## config.mk

```make
export PLATFORM = sky130hd
export DESIGN_NAME = secuenciador_math
export DESIGN_NICKNAME = d
export VERILOG_FILES = /design/src/rtl/secuenciador_math_pkg.sv /design/src/rtl/secuenciador_math_paso_division.sv /design/src/rtl/secuenciador_math.sv
export SDC_FILE = /design/constraint.sdc
export NUM_CORES = 1
export LEC_CHECK = 0
export CAP_MARGIN = 20
export CORE_MARGIN = 10
export CORE_UTILIZATION = 55
export CTS_CLUSTER_DIAMETER = 50
export DETAILED_ROUTE_END_ITERATION = 10
export PLACE_DENSITY = 0.79
export SLEW_MARGIN = 20
export SYNTH_ARGS = -nofsm -noshare
export SYNTH_HDL_FRONTEND = slang
export SYNTH_SLANG_ARGS = --single-unit
```

## constraint.sdc

```tcl
create_clock -name clk -period 3.2 [get_ports clk]
set_input_delay 0.64 -clock clk [delete_from_list [all_inputs] [get_ports clk]]
set_output_delay 0.64 -clock clk [all_outputs]
set_load 0.02 [all_outputs]
```

## src/rtl/secuenciador_math_pkg.sv

```systemverilog
// Shared op codes and FSM state encodings for the sequenced arithmetic unit.
package secuenciador_math_pkg;

  localparam logic [1:0] OP_SUMA  = 2'b00;
  localparam logic [1:0] OP_RESTA = 2'b01;
  localparam logic [1:0] OP_MULT  = 2'b10;
  localparam logic [1:0] OP_DIV   = 2'b11;

  typedef enum logic [1:0] {
    ST_REPOSO = 2'd0,
    ST_DIVIDE = 2'd1,
    ST_FIN    = 2'd2
  } estado_t;

endpackage

```

## src/rtl/secuenciador_math_paso_division.sv

```systemverilog
// One combinational restoring-division step: shift {R,Q} left, then
// subtract the divisor from R when it fits and set the new quotient bit.
module paso_division #(
  parameter int WIDTH = 4
) (
  input  logic [WIDTH:0]   r,
  input  logic [WIDTH-1:0] q,
  input  logic [WIDTH-1:0] divisor,
  output logic [WIDTH:0]   r_sig,
  output logic [WIDTH-1:0] q_sig
);

  logic [WIDTH+1:0] r_desp;
  logic [WIDTH+1:0] div_ext;
  logic [WIDTH+1:0] r_resta;
  logic [WIDTH-1:0] q_desp;

  // Shift, trial-subtract and restore when the divisor does not fit.
  always_comb begin
    r_desp  = {r, q[WIDTH-1]};
    div_ext = {2'b00, divisor};
    r_resta = r_desp - div_ext;
    q_desp  = {q[WIDTH-2:0], 1'b0};
    if (r_desp >= div_ext) begin
      r_sig = r_resta[WIDTH:0];
      q_sig = q_desp | {{(WIDTH-1){1'b0}}, 1'b1};
    end else begin
      r_sig = r_desp[WIDTH:0];
      q_sig = q_desp;
    end
  end

endmodule

```

## src/rtl/secuenciador_math.sv

```systemverilog
// Sequenced arithmetic unit: single-cycle add/sub/mul and an iterative
// restoring divider, behind a start/ready handshake.
//
// state     | meaning
// ----------+--------------------------------------------------------------
// REPOSO    | idle, listo=1, waiting for inicio
// DIVIDE    | one restoring step per cycle, WIDTH cycles total
// FIN       | results registered, valido=1 for this single cycle
module secuenciador_math
  import secuenciador_math_pkg::*;
#(
  parameter int WIDTH = 4
) (
  input  logic                 clk,
  input  logic                 rst,
  input  logic                 inicio,
  input  logic [1:0]           op,
  input  logic [WIDTH-1:0]     num1,
  input  logic [WIDTH-1:0]     num2,
  output logic                 listo,
  output logic                 valido,
  output logic [2*WIDTH-1:0]   resultado,
  output logic [WIDTH-1:0]     residuo,
  output logic                 div_cero
);

  localparam int CW = $clog2(WIDTH + 1);

  estado_t estado, estado_sig;

  logic [WIDTH:0]   r_q;
  logic [WIDTH-1:0] q_q;
  logic [WIDTH-1:0] div_q;
  logic [CW-1:0]    cnt;

  logic [WIDTH:0]   r_sig;
  logic [WIDTH-1:0] q_sig;

  logic cargar_div, cargar_simple, paso, fin_div;

  logic [WIDTH:0]       suma_w;
  logic [WIDTH-1:0]     resta_w;
  logic [2*WIDTH-1:0]   mult_w;
  logic [2*WIDTH-1:0]   res_simple;
  logic [WIDTH-1:0]     resid_simple;
  logic                 cero_simple;

  paso_division #(.WIDTH(WIDTH)) u_paso (
    .r       (r_q),
    .q       (q_q),
    .divisor (div_q),
    .r_sig   (r_sig),
    .q_sig   (q_sig)
  );

  assign listo  = (estado == ST_REPOSO);
  assign valido = (estado == ST_FIN);

  // State register.
  always_ff @(posedge clk) begin
    if (rst) estado <= ST_REPOSO;
    else     estado <= estado_sig;
  end

  // Next-state decode and datapath load strobes.
  always_comb begin
    estado_sig    = estado;
    cargar_div    = 1'b0;
    cargar_simple = 1'b0;
    paso          = 1'b0;
    fin_div       = 1'b0;
    case (estado)
      ST_REPOSO: begin
        if (inicio) begin
          if (op == OP_DIV && num2 != '0) begin
            cargar_div = 1'b1;
            estado_sig = ST_DIVIDE;
          end else begin
            cargar_simple = 1'b1;
            estado_sig    = ST_FIN;
          end
        end
      end
      ST_DIVIDE: begin
        paso = 1'b1;
        if (cnt == CW'(1)) begin
          fin_div    = 1'b1;
          estado_sig = ST_FIN;
        end
      end
      ST_FIN:  estado_sig = ST_REPOSO;
      default: estado_sig = ST_REPOSO;
    endcase
  end

  // Single-cycle results, including the divide-by-zero result.
  always_comb begin
    suma_w       = {1'b0, num1} + {1'b0, num2};
    resta_w      = num1 - num2;
    mult_w       = {{WIDTH{1'b0}}, num1} * {{WIDTH{1'b0}}, num2};
    res_simple   = '0;
    resid_simple = '0;
    cero_simple  = 1'b0;
    case (op)
      OP_SUMA:  res_simple = {{(WIDTH-1){1'b0}}, suma_w};
      OP_RESTA: res_simple = {{WIDTH{1'b0}}, resta_w};
      OP_MULT:  res_simple = mult_w;
      default: begin
        res_simple   = {{WIDTH{1'b0}}, {WIDTH{1'b1}}};
        resid_simple = num1;
        cero_simple  = 1'b1;
      end
    endcase
  end

  // Iteration registers: operands are captured at accept so later input
  // changes cannot disturb a division in progress.
  always_ff @(posedge clk) begin
    if (rst) begin
      r_q   <= '0;
      q_q   <= '0;
      div_q <= '0;
      cnt   <= '0;
    end else if (cargar_div) begin
      r_q   <= '0;
      q_q   <= num1;
      div_q <= num2;
      cnt   <= CW'(WIDTH);
    end else if (paso) begin
      r_q   <= r_sig;
      q_q   <= q_sig;
      cnt   <= cnt - CW'(1);
    end
  end

  // Result registers, updated only on the transition into FIN.
  always_ff @(posedge clk) begin
    if (rst) begin
      resultado <= '0;
      residuo   <= '0;
      div_cero  <= 1'b0;
    end else if (cargar_simple) begin
      resultado <= res_simple;
      residuo   <= resid_simple;
      div_cero  <= cero_simple;
    end else if (fin_div) begin
      resultado <= {{WIDTH{1'b0}}, q_sig};
      residuo   <= r_sig[WIDTH-1:0];
      div_cero  <= 1'b0;
    end
  end

endmodule

```

# == After elaboration in Yosys (flattened, before gate mapping) ==
# Index checks and enable logic that the tools add are counted.
# op_classes
order_cmp,1
muxes,28
eq_ne,8
add_sub_neg,4
n_mul,1
n_reduce_logical,9
# op_table
cell,n
8-bit one-hot mux with 3 select lines,1
4-bit 2-to-1 mux,5
8-bit 2-to-1 mux,2
1-bit 2-to-1 mux,13
4-bit by 4-bit multiplier with 8-bit output,1
2-bit equality test (second input constant),3
6-bit by 4-bit greater-or-equal comparator with 1-bit output,1
2-bit 2-to-1 mux,3
3-bit 2-to-1 mux,2
4-bit by 4-bit adder with 5-bit output,1
5-bit 2-to-1 mux,1
5-bit by 4-bit subtractor with 5-bit output,1
2-bit by 1-bit equality test with 1-bit output (second input constant),2
2-bit zero test,2
2-bit inequality test (second input constant),2
2-bit one-hot mux with 2 select lines,1
2-bit nonzero test,2
4-bit nonzero test,1
4-bit subtractor,1
3-bit by 1-bit equality test with 1-bit output (second input constant),1
3-bit OR reduction,1
3-bit by 1-bit subtractor with 3-bit output (second input constant),1
2-bit AND reduction,1
2-bit OR reduction,1
1-bit logical AND,1
# word_totals
regBits,31
wordCells,60
in_bits,13
out_inout_bits,15

# == Longest topological paths before layout ==
# logic_depth
ltp_word,6
depth_mapped,11

# == Hierarchy ==
# A second synthesis with hierarchy kept.
# unflattened
cells_unflattened,276
area_unflattened_um2,2367.3
# modules_own_cells
module,instances,area_per_inst_um2,cells_per_inst,seq_area_each_um2
secuenciador_math,1,2110.8,244,620.6
paso_division,1,256.5,32,0.0

# == Least setup slack after synthesis ==
# No wires, ideal clock.
# synth_timing
path_kind,input -> register
startpoint,in num1[0]
endpoint,reg resultado[6]
arrival_time_ns,2.853
setup_ns,0.128
path_slack_ns,0.219
n_path_buf,0
stages,10
cell_sequence,nand2_1 > fa_1 > inv_1 > fa_1 > fa_1 > a21o_1 > a21oi_1 > xnor2_1 > a22oi_1 > nor2_1
# synth_via
elab_chain_len,3
# synth_lines
element,line_no,source
"start, declared",secuenciador_math.sv:18,"input logic [WIDTH-1:0] num1,"
4-bit by 4-bit multiplier with 8-bit output,secuenciador_math.sv:100,"mult_w = {{WIDTH{1'b0}}, num1} * {{WIDTH{1'b0}}, num2};"
8-bit one-hot mux with 3 select lines,secuenciador_math.sv:104,case (op)
8-bit 2-to-1 mux,secuenciador_math.sv:142,end else if (cargar_simple) begin
"end signal, assigned",secuenciador_math.sv:143,resultado <= res_simple;
"end signal, assigned",secuenciador_math.sv:147,"resultado <= {{WIDTH{1'b0}}, q_sig};"
"end, declared",secuenciador_math.sv:22,"output logic [2*WIDTH-1:0] resultado,"
# Every way passes these cells.
# A chain may end at the register's enable or synchronous reset.

# == Worst setup path after layout ==
# layout_timing
startpoint,in num1[3]
endpoint,reg resultado[7]
# The elaborated chain is that of the path after synthesis.

==> flow_summary.yaml <==
sta:
  worstMarginPinSlew_ns: 0.491
  max_slew_margin: 0.673
  setup_viol: 0
  hold_violations: 0
  finalMaxSlewViolations: 0
  whs_ns: 0.463
  fin_crit_sh: 0.963
  fmax_mhz: 325
  layout_setup_ws_ns: 0.120
  skew_ns: 0.00445
  rsz0062_at_grt: "false"
  fin_crit_ns: 3.08
  tns_ns: 0
placed_design:
  finalWeightedCongestion: 0.882
  dpl.hpwl_um: 4480
  place_ws_ns: -0.381
  post-place-cells: 358
  numPortBuffers: 27
global_route:
  grt_antenna_before_repair: 0
  grt_pass1_vias: 2029
  grtUsageTotal: 0.159
  grt_pass1_wl_um: 9720
  grt_max_degree: 19
  gr-total-overflow: 0
routing:
  drt_iter0_drc: 188
  dr.max_layer_used: "met4"
  firstDrtPassIters: 5
  wl_met2_um: 2720
  antenna_left: 0
  drc: 0
  wl_um: 5930
  viasPerCell: 5.76
  met1Wirelength_um: 2800
  wl_per_cell_um: 16.2
  wl_met3_um: 364
  num_vias: 2108
cells_and_area:
  fin_nets: 360
  seqCellArea_um2: 621
  instances_no_fill: 366
  fillers: 322
  area_growth_pct: 25.4
  n_antenna_cell: 0
  drive_gt1_frac: 0.133
  multi_input_area_um2: 1580
  final_util: 0.715
floorplan:
  dieArea_um2: 7160
  ios: 28
  die_h_um: 84.6
  std_cell_rows: 23
  core_um2: 4030
  start_util: 0.570
  die_x_um: 84.6
setup_path:
  cp.required_ns: 3.43
  critPathKind: "input port to flip-flop"
  cp_slowest_cell: "or4b_1"
  crit_path_max_incr_delay_ns: 0.51
  path_cells: "clkdlybuf4s50_1 > and2_1 > fa_1 > ha_1 > ha_1 > o21ai_0 > o21bai_1 > a21oi_2 > or4b_1 > nand3_1"
  crit_arrival_ns: 3.31
  crit_top_cell: "ha_1"
  critical_path.max_fanout: 2
  cp-start-kind: "input port"
  cp-end-kind: "flip-flop"
synth:
  synth_area_leaders: "dfxtp_1 27%, ha_1 14%, fa_1 6.1%"
  yosysWarningCount: 0
  syn_inst: 274
  synth-async-reset-ratio: 0
  synth_top_area_cell: "dfxtp_1"
  ys_types: 55
  synth_area_um2: 2300
  syn_nets: 319
  synth-seq-cells: 31
  synth_ff_type: "dfxtp_1"
  synth_commonest_cells: "31 x dfxtp_1, 31 x nand2_1, 26 x a21oi_1"
  synth_edf_count: 0
  seq_area_frac_synth: 0.270
  postSynthAreaPerCell_um2: 8.38
  synth_top_area_frac: 0.270
outcome:
  status: "complete, no violations"
clock_network:
  clock-root-buffer: "clkbuf_8"
  insertion_delay_ns: 0.29
  cts.htree.levels: 2
  clock_sinks: 31
  clockBufferDepth: 2
  cts_setup_buffers: 0
  clk_pin_slew_ns: 0.07
  numCtsBuffers: 5
  cts_tree: "yes"
  cts_hold_buf: 0
hold_path:
  hold_class: "flip-flop to flip-flop"
power:
  ir_worst_vdd_uv: 323
  cellPowerDensity_nw_per_um2: 428
  p_leak_nw: 1.20
job:
  maxCapViolCount: 0
-- repair_timing --
item	4_1_cts	5_1_grt
pin swaps	5	9
setup endpoints to repair	3	3
endpoints found under the hold margin	0	0
resized for setup	2	10
-- power breakdown --
| group | switching, W | leakage, nW | internal, W |
|---|---|---|---|
| Clock | 0.000151 | 0.0654 | 0.000311 |
| Sequential | 0.0000175 | 0.253 | 0.000409 |
| Combinational | 0.000191 | 0.886 | 0.000153 |
-- registers in the layout, indices dropped and copies added (netlist names) --
register and count:
div_cero 1, div_q 4, resultado 8, residuo 4, r_q 5, estado 2
cnt 3, q_q 4
-- path summary, 6_finish.rpt --
check	cells past startpoint	slack, ns	endpoint	startpoint
worst min register to register	2	0.46	div_q[3]	div_q[3]
worst max register to register	8	0.74	residuo[2]	q_q[3]
worst min-delay path	2	0.46	div_q[3]	div_q[3]
worst max-delay path	10	0.12	resultado[7]	num1[3]
-- routing by layer --
| metal | track usage | vias up |
|---|---|---|
| li1 | - | 1055 |
| met1 | 0.211 | 979 |
| met2 | 0.248 | 68 |
| met3 | 0.0415 | 6 |
| met4 | 0.0404 | 0 |
| met5 | 0 | - |
-- cells by family (layout without fill, tap and decap cells) --
family | count (synthesis) | count (layout) | synth area share
AOI/OAI and AO/OA | 71 | 71 | 0.210
xor gates and xnor gates | 7 | 7 | 0.0267
adders and majority gates | 32 | 32 | 0.197
buffers and inverters | 29 | 71 | 0.0540
DFF | 31 | 31 | 0.270
muxes | 2 | 2 | 0.00872
and+or+nand+nor | 102 | 102 | 0.233
-- cell usage in the layout, fill, tap and decap left out, types with 4 or more instances in the layout --
cell | netlist | layout
dlymetal6s2s_1 | 0 | 5
nand2_1 | 31 | 30
o21ai_0 | 6 | 6
a21oi_1 | 26 | 25
nand3_1 | 9 | 9
buf_4 | 1 | 19
a21o_1 | 4 | 4
o211ai_1 | 6 | 6
a22oi_1 | 4 | 4
clkdlybuf4s50_1 | 0 | 21
dfxtp_1 | 31 | 31
ha_1 | 25 | 24
inv_1 | 17 | 16
nor2b_1 | 4 | 4
xnor2_1 | 4 | 4
and2_1 | 9 | 9
clkbuf_8 | 0 | 5
fa_1 | 7 | 5
nor3_1 | 5 | 5
nor2_1 | 23 | 23
a211oi_1 | 5 | 5
-- critical path, delay by kind of cell --
family	cells	cell delay (ns)
fa+ha+maj	3	1.09
compound gates	3	0.36
simple gates	3	0.79
buf+inv	1	0.42
-- metrics by stage --
| stage | instance area, um2 | power (W) |
|---|---|---|
| finish | 2880 | 0.00123 |
| detailed placement | 2710 | 0.000765 |
| global route | 2880 | 0.00129 |
| global placement | 2710 | 0.000760 |
| CTS | 2850 | 0.00123 |
| floorplan | 2300 | 0.000646 |
-- area by class of cell --
cell class / count / area share
multi-input cells: 214 / 0.547
clock inverters: 2 / 0.0209
clock buffers: 6 / 0.0252
repair buffers: 46 / 0.147
flip-flops and latches: 31 / 0.216
well taps: 50 / 0.0217
inverters: 17 / 0.0222
(Power assumes the default switching activity.)
